[src/rtl/ram_loader.sv]
// Boot loader: streams bytes into the data RAM from address 0 and holds the CPU until done.
// Define RAM_LOADER_VERIFY_EN to add XOR-checksum readback (RAM read data expected the cycle after its address).
module ram_loader #(
    parameter int ADDR_W = 6,
    parameter int DATA_W = 8
) (
    input  logic              clk,
    input  logic              rst_n,
    input  logic              start,
    input  logic [ADDR_W:0]   length,
    input  logic              in_valid,
    input  logic [DATA_W-1:0] in_data,
    output logic              in_ready,
    output logic              ram_write_enable,
    output logic [ADDR_W-1:0] ram_address,
    output logic [DATA_W-1:0] ram_input_data,
    input  logic [DATA_W-1:0] ram_output_data,
    output logic              busy,
    output logic              done,
    output logic              cpu_hold,
    output logic              error
);

    localparam logic [ADDR_W:0] DEPTH = (ADDR_W+1)'(2**ADDR_W);

    typedef enum logic [1:0] {
        IDLE,
        LOAD,
        FINISH
`ifdef RAM_LOADER_VERIFY_EN
        , VERIFY
`endif
    } state_t;

    state_t          state;
    logic [ADDR_W:0] len;
    logic [ADDR_W:0] ptr;

`ifdef RAM_LOADER_VERIFY_EN
    logic [ADDR_W:0]   rptr;
    logic              rd_v;
    logic [DATA_W-1:0] sum_w;
    logic [DATA_W-1:0] sum_r;
`else
    logic unused_rd;
    assign unused_rd = ^ram_output_data;
    assign error     = 1'b0;
`endif

    assign in_ready = (state == LOAD);
    assign busy     = (state != IDLE);

    always_ff @(posedge clk or negedge rst_n) begin
        if (!rst_n) begin
            state            <= IDLE;
            len              <= '0;
            ptr              <= '0;
            ram_write_enable <= 1'b0;
            ram_address      <= '0;
            ram_input_data   <= '0;
            done             <= 1'b0;
            cpu_hold         <= 1'b1;
`ifdef RAM_LOADER_VERIFY_EN
            rptr             <= '0;
            rd_v             <= 1'b0;
            sum_w            <= '0;
            sum_r            <= '0;
            error            <= 1'b0;
`endif
        end else begin
            case (state)
                IDLE: begin
                    done             <= 1'b0;
                    ram_write_enable <= 1'b0;
                    if (start) begin
                        len      <= (length > DEPTH) ? DEPTH : length;
                        ptr      <= '0;
                        cpu_hold <= 1'b1;
`ifdef RAM_LOADER_VERIFY_EN
                        rptr     <= '0;
                        rd_v     <= 1'b0;
                        sum_w    <= '0;
                        sum_r    <= '0;
                        error    <= 1'b0;
`endif
                        state    <= (length == '0) ? FINISH : LOAD;
                    end
                end
                LOAD: begin
                    // in_ready is high throughout LOAD, so in_valid alone marks an accept
                    ram_write_enable <= in_valid;
                    if (in_valid) begin
                        ram_address    <= ptr[ADDR_W-1:0];
                        ram_input_data <= in_data;
                        ptr            <= ptr + 1'b1;
`ifdef RAM_LOADER_VERIFY_EN
                        sum_w          <= sum_w ^ in_data;
                        if (ptr == len - 1'b1)
                            state <= VERIFY;
`else
                        if (ptr == len - 1'b1)
                            state <= FINISH;
`endif
                    end
                end
`ifdef RAM_LOADER_VERIFY_EN
                VERIFY: begin
                    // first VERIFY cycle still carries the final write; reads start after it
                    ram_write_enable <= 1'b0;
                    if (rd_v)
                        sum_r <= sum_r ^ ram_output_data;
                    if (rptr < len) begin
                        ram_address <= rptr[ADDR_W-1:0];
                        rptr        <= rptr + 1'b1;
                        rd_v        <= 1'b1;
                    end else begin
                        rd_v <= 1'b0;
                    end
                    if (rd_v && (rptr == len)) begin
                        error <= ((sum_r ^ ram_output_data) != sum_w);
                        state <= FINISH;
                    end
                end
`endif
                FINISH: begin
                    ram_write_enable <= 1'b0;
                    done             <= 1'b1;
                    cpu_hold         <= 1'b0;
                    state            <= IDLE;
                end
                default: state <= IDLE;
            endcase
        end
    end

endmodule

[config.mk]
export PLATFORM = sky130hd
export DESIGN_NAME = ram_loader
export DESIGN_NICKNAME = d
export VERILOG_FILES = /design/src/rtl/ram_loader.sv
export SDC_FILE = /design/constraint.sdc
export NUM_CORES = 1
export LEC_CHECK = 0
export BUFFER_PORTS_ARGS = -buffer_cell sky130_fd_sc_hd__buf_2
export CORE_ASPECT_RATIO = 1.75
export CORE_UTILIZATION = 46
export CTS_CLUSTER_DIAMETER = 120
export DETAILED_ROUTE_END_ITERATION = 8
export PLACE_DENSITY = 0.74
export SYNTH_ARGS = -nofsm -noshare
export SYNTH_HDL_FRONTEND = slang
export SYNTH_SLANG_ARGS = --single-unit
[constraint.sdc]
create_clock -name clk -period 1.8 [get_ports clk]
set_input_delay 0.27 -clock clk [delete_from_list [all_inputs] [get_ports clk]]
set_output_delay 0.27 -clock clk [all_outputs]
set_load 0.05 [all_outputs]
==> flow_metrics.tcl <==
set metrics [dict create \
    outcome "finished, violations left" \
    violations "negative setup slack" \
    tns_ps -17.6 \
    hp-class "in -> async" \
    yosys_register_bits 33 \
    cts_setup_buffers 0 \
    switching_power_w 0.00199 \
    rows 28 \
    initial_core_util_pct 48.3 \
    diodes 0 \
    ir_drop_v 0.00125 \
    setup.worst_path.end "state[1]" \
    dr.pass1.iters 5 \
    synth.distinct_cells 37 \
    fin_util_pct 60.7 \
    clkSinkCount 33 \
    hpwl_um 2440 \
    min_period_over_period_pct 101 \
    path_cells "inv_2, ha_4, nand2b_1, a21boi_2, o31ai_2, or4_4, o32ai_2" \
    cts_buffer_depth 2 \
    yosysSeqAreaShare_pct 50.4 \
    synthAdderAreaFrac_pct 1.52 \
    fin_crit_ps 1820 \
    post-place-ws_ps -68.7 \
    finalHoldViolations 0 \
    insertion_delay_ps 290 \
    synth-async-reset-ratio_pct 100 \
    synthXorXnorAreaFrac_pct 6.94 \
    tritoncts "built" \
    netlist_area_mm2 0.00164 \
    p_per_area_mw_per_mm2 2050 \
    io_buffers 37 \
    grt_max_degree 34 \
    synth-main-ff-cell "dfrtp_1" \
    syn_nets 212 \
    drcViolationCount 0 \
    gp_congestion 0.773 \
    tightest_slew_ps 725 \
    critPathLaunch "len[0]" \
    rsz0062_at_grt "true" \
    fin_skew_ps 10.5 \
    synth_compound_area_share_pct 9.30 \
    p_leak_nw 1.04 \
    wire_per_inst_um 12.5 \
    synth-edff-count 0 \
    comb_power_share_pct 51.8 \
    io_pins 47 \
    cp_max_fo 5 \
    power_frac_seq_pct 31.4 \
    slowest_stage "or4_4" \
    synthMuxAreaShare_pct 0.610 \
    clk_pin_slew_worst_paths_ps 60 \
    r2r-start "len[0]" \
    hold_ws_ps 38.9 \
    slew_headroom_pct 51.7 \
    start_kind "register" \
    final_antenna_net_count 0 \
    worstPathArrival_ps 2000 \
    antenna_found_initial 0 \
    via_per_inst 5.13 \
    p_sw_share_pct 47.2 \
    yosys.area_share.simple_pct 28.0 \
    avgSynthCellArea_um2 8.97 \
    synth_top_family_by_area "simple AND/OR/NAND/NOR gates" \
    drt_wl_total_um 3410 \
    rr_endpoint "state[1]" \
    max_stage_delay_ps 500 \
    numCtsBuffers 5 \
    finalMaxSlewViolations 0 \
    area_growth_pct 25.7 \
    drive_above_1_share_pct 27.6 \
    clkPwrFrac_pct 16.7 \
    max_freq_mhz 550 \
    p_int_w 0.00223 \
    r2r_slack_ps -20 \
    setup_viol 1 \
    first_iter_violations 18 \
    ff2ff_path_depth 7 \
    num_vias 1400 \
    drv_cap 0 \
    grtUsageTotal_pct 21.2 \
    die_h_um 81.0 \
    grt_pass1_vias 1365 \
    die_w_um 47.2 \
    worstSetupPathType "reg -> reg" \
    dieArea_mm2 0.00382 \
    htreeDepth 2 \
    core-area_mm2 0.00340 \
    finalPower_w 0.00422 \
    gr-total-overflow 0 \
    finalWorstSetupSlack_ps -17.6 \
    yosysWarnings 0 \
    fin_nets 256 \
    crit_required_ps 1990 \
    grt_pass1_wl_um 5610 \
    synth_cells 183 \
    crit_path_end_kind "register" \
    clockRootBuffer "clkbuf_8" \
]
-- per-layer routing --
metal	track usage (%)	wire (um)
met1	19.5	1330
met2	40.3	1910
met3	5.33	109
met4	9.43	63
met5	0	0
-- area by class of cell --
type                            instances  area (um2)
Fill cell                             322        1340
Sequential cell                        33         827
Multi-Input combinational cell        138         807
Timing Repair Buffer                   44         238
Clock buffer                            7        86.3
Tap cell                               45        56.3
Clock inverter                          1        30.0
Inverter                                5        18.8
-- power by group through the flow --
| stage | registers, W | logic, W | clock network [W] |
|---|---|---|---|
| 2_1_floorplan | 0.00184 | 0.00105 | 0 |
| 3_3_place_gp | 0.00131 | 0.00208 | 0 |
| 3_5_place_dp | 0.00132 | 0.00213 | 0 |
| 4_1_cts | 0.00131 | 0.00219 | 0.000728 |
| 5_1_grt | 0.00138 | 0.00241 | 0.000753 |
| 6_report | 0.00133 | 0.00219 | 0.000707 |
-- layout by cell type (no fill, tap or decap), types with 2 or more instances in the layout --
cell type and instances:
and3b_1 2, a21oi_1 3, dfrtp_1 32, inv_1 4, nand3b_1 8, xor2_1 6
clkbuf_8 6, nand2_1 60, o21ai_0 8, nand3_1 4, buf_4 7, buf_2 37
xnor2_1 7, nor2_1 11, nor3_1 2, and3_1 2
-- registers in the layout, indices dropped and copies added, names as in the netlist --
| register | cells |
|---|---|
| ram_input_data | 8 |
| len | 7 |
| ptr | 7 |
| ram_address | 6 |
| state | 2 |
| cpu_hold | 1 |
| done | 1 |
| ram_write_enable | 1 |
-- worst max-delay path, delay by kind of cell (launching register included) --
kind | cells | cell delay, ps
and+or+nand+nor | 2 | 650
AOI/OAI and AO/OA | 3 | 470
DFF | 1 | 370
adders and majority gates | 1 | 170
buffers and inverters | 1 | 60
-- stage by stage --
stage                     area, um2  std cells
final                          2060        273
after global routing           2060        273
after CTS                      2050        273
after detailed placement       1920        265
after global placement         1920        265
after floorplan                1650        183
-- synthesized netlist by cell type (all sizes together), types with 2 or more instances --
library cell / instances / area [um2]
nand2: 61 / 229
dfrtp: 32 / 801
nor2: 11 / 41.3
nand3b: 8 / 60.1
o21ai: 8 / 40.0
xnor2: 7 / 61.3
clkbuf: 6 / 22.5
xor2: 6 / 52.6
inv: 5 / 18.8
nand3: 4 / 20.0
a21oi: 3 / 15.0
nor3: 3 / 15.0
o31ai: 3 / 27.5
a21boi: 2 / 15.0
and3: 2 / 12.5
and3b: 2 / 17.5
and4: 2 / 18.8
ha: 2 / 25.0
-- kinds of logic (layout without fill, tap and decap cells) --
| logic type | Yosys count | after routing |
|---|---|---|
| flops | 33 | 33 |
| compound gates | 22 | 22 |
| mux | 1 | 1 |
| buf+inv | 12 | 57 |
| fa+ha+maj | 2 | 2 |
| simple gates | 99 | 99 |
| other cells | 1 | 1 |
| xor+xnor | 13 | 13 |
-- timing repair --
action                     CTS  global route
setup endpoints to repair    1             2
hold buffers                 0             0
pin swaps                    1             0
resized for setup            4             2
-- worst min path at each step --
stage,from,to,cells past startpoint
4_1_cts,rst_n,len[3],1
6_report,rst_n,ram_address[1],1
2_1_floorplan,rst_n,done,0
3_3_place_gp,rst_n,ram_input_data[5],1
5_1_grt,rst_n,ptr[6],1
3_5_place_dp,rst_n,ram_input_data[5],1
No activity file was read; power rests on OpenSTA's default activity.
